`src/rtl/src_injection_arbiter.sv`:
```
// ---------------------------------------------------------------------------
// src_injection_arbiter
//
// Lets NUM_REQ traffic sources share one NoC router injection port.
// Each cycle at most one source gets a one-cycle grant on ready_out.
// Sources are picked round-robin, and a source whose done_in bit is set
// is skipped. A granted source presents its beat in the following cycle.
// That beat is written into a small first-word-fall-through FIFO, and the
// FIFO drains to the router with a valid/ready handshake.
//
// Ports
//   clk        clock
//   rst        synchronous reset, active high
//   done_in    per-source done; a set bit removes that source from the search
//   data_in    packed source data, source i at [i*WIDTH +: WIDTH]
//   dest_in    packed source destination router addresses
//   vc_in      packed source virtual-channel indices
//   valid_in   per-source beat valid, meaningful only the cycle after a grant
//   ready_out  one-hot grant: "present your beat next cycle"
//   data_out   FIFO head data
//   dest_out   FIFO head destination
//   vc_out     FIFO head VC
//   valid_out  FIFO holds at least one beat
//   ready_in   router accepts the head beat this cycle
//   all_done   every source done, FIFO empty and no grant outstanding
//   proto_err  sticky flag: a granted source failed to present a beat
// ---------------------------------------------------------------------------
module src_injection_arbiter #(
   parameter int WIDTH         = 32,
   parameter int N             = 16,
   parameter int NUM_VC        = 2,
   parameter int N_ADDR_WIDTH  = $clog2(N),
   parameter int VC_ADDR_WIDTH = $clog2(NUM_VC),
   parameter int NUM_REQ       = 4,
   parameter int FIFO_DEPTH    = 4
) (
   input  logic                             clk,
   input  logic                             rst,
   input  logic [NUM_REQ-1:0]               done_in,
   input  logic [NUM_REQ*WIDTH-1:0]         data_in,
   input  logic [NUM_REQ*N_ADDR_WIDTH-1:0]  dest_in,
   input  logic [NUM_REQ*VC_ADDR_WIDTH-1:0] vc_in,
   input  logic [NUM_REQ-1:0]               valid_in,
   output logic [NUM_REQ-1:0]               ready_out,
   output logic [WIDTH-1:0]                 data_out,
   output logic [N_ADDR_WIDTH-1:0]          dest_out,
   output logic [VC_ADDR_WIDTH-1:0]         vc_out,
   output logic                             valid_out,
   input  logic                             ready_in,
   output logic                             all_done,
   output logic                             proto_err
);

   localparam int IDX_W = $clog2(NUM_REQ);
   localparam int PTR_W = $clog2(FIFO_DEPTH);
   localparam int CNT_W = PTR_W + 1;
   localparam int ENT_W = WIDTH + N_ADDR_WIDTH + VC_ADDR_WIDTH;

   logic [IDX_W-1:0] rr_ptr;
   logic [IDX_W-1:0] pend_src;
   logic [IDX_W-1:0] grant_idx;
   logic             grant_found;
   logic             grant;
   logic             pend;
   logic             space;
   logic [CNT_W:0]   occupancy;

   logic [ENT_W-1:0] mem [FIFO_DEPTH];
   logic [PTR_W-1:0] wr_ptr;
   logic [PTR_W-1:0] rd_ptr;
   logic [CNT_W-1:0] count;
   logic             push;
   logic             pop;
   logic [ENT_W-1:0] beat;

   // A grant goes out on ready_out, so any bit still set there means a beat
   // is due this cycle from pend_src.
   assign pend = |ready_out;

   // Reserve a FIFO slot for the beat that is already in flight. Pops in
   // the current cycle are not counted, so a full FIFO can never overflow.
   always_comb begin
      occupancy = {1'b0, count} + {{CNT_W{1'b0}}, pend};
      space     = occupancy < (CNT_W+1)'(FIFO_DEPTH);
   end

   // Round-robin search starting one past the last winner. The loop runs
   // from the farthest offset down to the nearest one. Each eligible
   // candidate overwrites the previous result, so the closest eligible
   // source is the one left at the end.
   always_comb begin
      grant_found = 1'b0;
      grant_idx   = '0;
      for (int k = NUM_REQ; k >= 1; k--) begin
         logic [IDX_W-1:0] cand;
         cand = IDX_W'((int'(rr_ptr) + k) % NUM_REQ);
         if (!done_in[cand]) begin
            grant_found = 1'b1;
            grant_idx   = cand;
         end
      end
      grant = grant_found && space;
   end

   // The beat of the granted source is taken from its slice of the inputs.
   // Valid bits of all other sources are ignored.
   always_comb begin
      beat = {data_in[pend_src*WIDTH +: WIDTH],
              dest_in[pend_src*N_ADDR_WIDTH +: N_ADDR_WIDTH],
              vc_in[pend_src*VC_ADDR_WIDTH +: VC_ADDR_WIDTH]};
      push = pend && valid_in[pend_src];
      pop  = (count != '0) && ready_in;
   end

   // The head is read straight out of the storage array (first-word fall
   // through). It stays put while ready_in is low.
   always_comb begin
      {data_out, dest_out, vc_out} = mem[rd_ptr];
      valid_out = (count != '0);
      all_done  = (&done_in) && (count == '0) && !pend;
   end

   // Grant register, round-robin pointer and protocol-error flag.
   // The pointer resets to the last source so that source 0 wins first.
   always_ff @(posedge clk) begin
      if (rst) begin
         ready_out <= '0;
         pend_src  <= '0;
         rr_ptr    <= IDX_W'(NUM_REQ - 1);
         proto_err <= 1'b0;
      end else begin
         ready_out <= '0;
         if (grant) begin
            ready_out[grant_idx] <= 1'b1;
            pend_src             <= grant_idx;
            rr_ptr               <= grant_idx;
         end
         if (pend && !valid_in[pend_src]) begin
            proto_err <= 1'b1;
         end
      end
   end

   // Output FIFO. A push and a pop in the same cycle leave count unchanged.
   // The pointers wrap on their own because the depth is a power of two.
   always_ff @(posedge clk) begin
      if (rst) begin
         wr_ptr <= '0;
         rd_ptr <= '0;
         count  <= '0;
         for (int i = 0; i < FIFO_DEPTH; i++) begin
            mem[i] <= '0;
         end
      end else begin
         if (push) begin
            mem[wr_ptr] <= beat;
            wr_ptr      <= wr_ptr + PTR_W'(1);
         end
         if (pop) begin
            rd_ptr <= rd_ptr + PTR_W'(1);
         end
         count <= count + CNT_W'(push) - CNT_W'(pop);
      end
   end

endmodule

```
`config.mk`:
```
export PLATFORM = sky130hd
export DESIGN_NAME = src_injection_arbiter
export DESIGN_NICKNAME = d
export VERILOG_FILES = /design/src/rtl/src_injection_arbiter.sv
export SDC_FILE = /design/constraint.sdc
export NUM_CORES = 1
export LEC_CHECK = 0
export ABC_AREA = 1
export CORE_UTILIZATION = 50
export CTS_BUF_LIST = sky130_fd_sc_hd__clkbuf_16
export DETAILED_ROUTE_END_ITERATION = 16
export PLACE_DENSITY = 0.89
export SKIP_CTS_REPAIR_TIMING = 1
export SLEW_MARGIN = 10
export SYNTH_ARGS = -nofsm -noshare
export SYNTH_HDL_FRONTEND = slang
export SYNTH_SLANG_ARGS = --single-unit
```
`constraint.sdc`:
```
create_clock -name clk -period 4.5 [get_ports clk]
set_input_delay 0.675 -clock clk [delete_from_list [all_inputs] [get_ports clk]]
set_output_delay 0.675 -clock clk [all_outputs]
set_load 0.03 [all_outputs]
```
# Word-level counts from Yosys, hierarchy flattened
# Memories as Yosys holds them, arrays and structs flattened. A register that Yosys moved wholly into a read port is not among the register bits.
# Cells that the tools add are included.
[word_totals]
ff_bits = 16
mem_bits_rw = 148
input_bits = 159
n_memories = 1
[classes]
n_addsub = 9
n_lt_le_gt_ge = 8
shift = 3
muxes = 30
bitwise = 1
reduce_logical = 15
[mem_list]
columns = ["name", "depth", "width", "read_ports", "rd_clocked_by_memory_dff", "write_ports", "line_no", "source"]
rows = [
  ["mem", 4, 37, 1, 1, 4, "68", "logic [ENT_W-1:0] mem [FIFO_DEPTH];"],
]
[ops]
columns = ["op", "n"]
rows = [
  ["$shiftx A128 B8 Y32", 1],
  ["$mux W37", 1],
  ["$reduce_or A37 Y1", 1],
  ["$lt A2 B3 Y1 const B", 6],
  ["$mux W1", 16],
  ["$shiftx A16 B5 Y4", 1],
  ["$mux W2", 7],
  ["$bmux W1 S2", 5],
  ["$add A2 B1 Y2 const B", 4],
  ["$logic_and A1 B1 Y1", 7],
  ["$add A2 B2 Y2 const B", 2],
  ["$add A3 B1 Y4", 1],
  ["$lt A4 B3 Y1 const B", 1],
  ["$reduce_and A4 Y1", 1],
  ["$reduce_or A4 Y1", 1],
  ["$shiftx A4 B3 Y1", 1],
  ["$add A3 B1 Y3", 1],
  ["$logic_not A3 Y1", 1],
  ["$reduce_bool A3 Y1", 1],
  ["$sub A3 B1 Y3", 1],
  ["$demux W1 S2", 1],
  ["$ge A2 B1 Y1 const B", 1],
  ["$logic_not A1 Y1", 2],
  ["$reduce_or A2 Y1", 1],
  ["$not A1 Y1", 1],
]

# Logic depth before layout (Yosys ltp)
[logic_depth]
ltp_word = 11
depth_mapped = 12
depth_no_buf = 12

# Least setup slack after synthesis
# No wires, ideal clock.
[synth_timing]
path_kind = "in2reg"
from = "input port valid_in[1]"
to = "memory mem[1][0] in the netlist's numbering, enable pin"
setup_time_ns = 0.483
arrival_ns = 3.713
t_required_ns = 4.017
slack_ns = 0.304
cell_stages = 6
path_cell_list = "nand2_1 -> nand3_1 -> nand2_1 -> a21oi_2 -> inv_1 -> o21ai_0"
[synth_rtl]
columns = ["item", "line_no", "source"]
rows = [
  ["start: declaration", "43", "input logic [NUM_REQ-1:0] valid_in,"],
  ["end: declaration", "68", ""],
]

==> results.toml <==
[logic_synthesis]
ys_top_cells_by_area = "edfxtp_1 54%, nor2_1 12%, o21ai_0 9.2%, o22ai_1 5.6%, dfxtp_1 4.4%"
yosysWarnings = 0
syn_inst = 929
seq_area_frac_synth = 0.585
synthDistinctLibCells = 25
synth.avg_cell_area_um2 = 8.84
synth_top_area_share = 0.541
synth.cell_area_um2 = 8210
synth_seq_cells = 166
syn_nets = 1092
ys.flop_type = "edfxtp_1"
synth_async_sr_flop_share = 0
synth_edf_count = 148
synth_top_cell_by_area = "edfxtp_1"

[critical_path]
timing.rr.start = "pend_src[1]$_SDFFE_PP0P_"
rr_worst_depth = 8
r2r-end = "mem[0][3]$_SDFFCE_PN0P_"
reg2reg_slack_ns = 1.49
end_kind = "output pin"
cp.required_ns = 3.83
endpoint = "data_out[20]"
cp.arrival_ns = 3.35
crit_fanout = 38
critPathLaunchType = "flop"
worstSetupPathType = "reg2out"

[drt]
drc_errors = 0
wire_per_inst_um = 17.2
routed_wl_mm = 22.8
drt_iter0_drc = 702
antenna_left = 0
via_per_inst = 5.60
vias = 7430
drt_pass1_iterations = 5

[clock_network]
path_clk_slew_ns = 0.06
clockRootBuffer = "clkbuf_16"
h-tree-depth = 4
cts_tree = "yes"
cts_sinks = 166
clock_latency_ns = 0.42
clk_path_buf_depth = 2
cts_buffers = 17

[layout]
final_util = 0.687
layout_common_cells = "273 x nor2_1, 202 x clkdlybuf4s50_1, 149 x o21ai_0"
nNetsFinal = 1260
drive_gt1_frac = 0.0568
layout_commonest_cell = "nor2_1"
antenna_cells = 0
syn2layout_area_growth_pct = 33.4

[global_route]
use_met1 = 0.313
grt.busiest_layer = "met2"
met3_usage = 0.0672
grt_overflow_total = 0
antenna_found_initial = 0
grt_max_degree = 76
grt_use_total = 0.274
grt_pass1_vias = 7223
grt_pass1_wl_mm = 35.0
grt_use_met2 = 0.491

[sta]
setup_viol = 0
period_share = 0.894
min_period_ns = 4.02
maxSlewViolCount = 0
max_freq_ghz = 0.249
rsz0062_at_grt = "no"
worst_pin_slew_ns = 1.28
maxSlewHeadroom = 0.143
fin_skew_ns = 0.00977
final.setup.tns_ns = 0
final_hold_viol_count = 0

[power_and_ir_drop]
seqPwrFrac = 0.333
p_switching_uw = 2600
clock_power_share = 0.236
switching_share = 0.409
intPower_uw = 3760
ir_drop_mv = 0.367
p_leak_uw = 0.00429
power_density_nw_per_um2 = 582
p_comb_frac = 0.430

[status]
status = "completed"

[die]
die_y_um = 130
fp-row-count = 46
die_x_um = 130
core_area_um2 = 15900
initial_core_util = 0.515
ios = 203
die_area_um2 = 16900

[job]
drv_cap = 0

[hold_path]
hold_path.class = "reg2reg"

[placed_design]
hpwl_mm = 14.0
gp_congestion = 0.828
portBuffers = 202
cell type report:
class | count | area [um2]
fillers | 1231 | 5000
flip-flops and latches | 166 | 4810
multi-input cells | 628 | 2880
repair buffers | 214 | 2110
clock buffers | 17 | 425
well taps | 216 | 270
inverters | 70 | 264
clock inverters | 15 | 191
through the flow:
stage,cell area [um2],hold slack [ns],total power [uW],setup slack (ns),instances
final,10900,0.466,6370,0.479,1326
after global routing,10900,0.504,6690,0.373,1326
after CTS,10900,0.473,6360,0.608,1326
after detailed placement,10300,0.461,4860,1.15,1294
after global placement,10300,0.454,4770,1.18,1294
after floorplan,8210,0.436,3880,0.304,929
logic make-up after synthesis:
group | synth area share
buffers and inverters | 0.0674
AOI/OAI and AO/OA | 0.158
and+or+nand+nor | 0.181
xor gates and xnor gates | 0.00107
adders and majority gates | 0.00701
DFF | 0.585
per-layer routing:
layer,share of wire,up-vias
met1,0.38,3513
met3,0.094,44
met2,0.50,369
met4,0.022,0
met5,0,-
li1,-,3504
state kept, by name, summed over array words and instances, names as in the netlist, named ones only:
| name | flops |
|---|---|
| rd_ptr | 2 |
| mem | 148 |
| ready_out | 4 |
| proto_err | 1 |
| count | 3 |
| rr_ptr | 2 |
| pend_src | 2 |
| wr_ptr | 2 |
synthesized netlist by cell type (3+ instances only):
cell      instances
edfxtp_1        148
a21oi_1           7
nand3_1          10
nand2_1          87
nor2_1          273
buf_6             5
o21ai_1           6
nand2_2           8
ha_1              3
nand4_1           3
o22ai_1          74
buf_2             4
o21ai_0         151
clkbuf_1         54
dfxtp_1          18
inv_1            69
critical path, cell delays in order (launching register included):
cell and delay [ns]:
dfxtp_1 0.30, buf_4 0.25, inv_1 0.97, o21ai_0 0.35, o22ai_1 0.30, clkdlybuf4s50_1 0.75
worst min-delay path by stage:
stage,endpoint,depth (start not counted),from,slack (ns)
finish,rd_ptr[1]$_SDFFE_PP0P_,2,rd_ptr[1]$_SDFFE_PP0P_,0.47
global route,rd_ptr[1]$_SDFFE_PP0P_,2,rd_ptr[1]$_SDFFE_PP0P_,0.50
CTS,rd_ptr[1]$_SDFFE_PP0P_,2,rd_ptr[1]$_SDFFE_PP0P_,0.47
detailed placement,rd_ptr[1]$_SDFFE_PP0P_,2,rd_ptr[1]$_SDFFE_PP0P_,0.46
global placement,proto_err$_SDFFE_PP0P_,2,proto_err$_SDFFE_PP0P_,0.45
floorplan,flop,2,rd_ptr[1]$_SDFFE_PP0P_,0.44
power by group through the flow:
stage               Clock [uW]  Combinational [uW]  Sequential, uW
floorplan                    0                1770            2110
global placement             0                2640            2130
detailed placement           0                2710            2140
CTS                       1510                2730            2120
global route              1570                2980            2140
finish                    1500                2740            2120
Note: power is estimated with default switching activity, not from simulation.
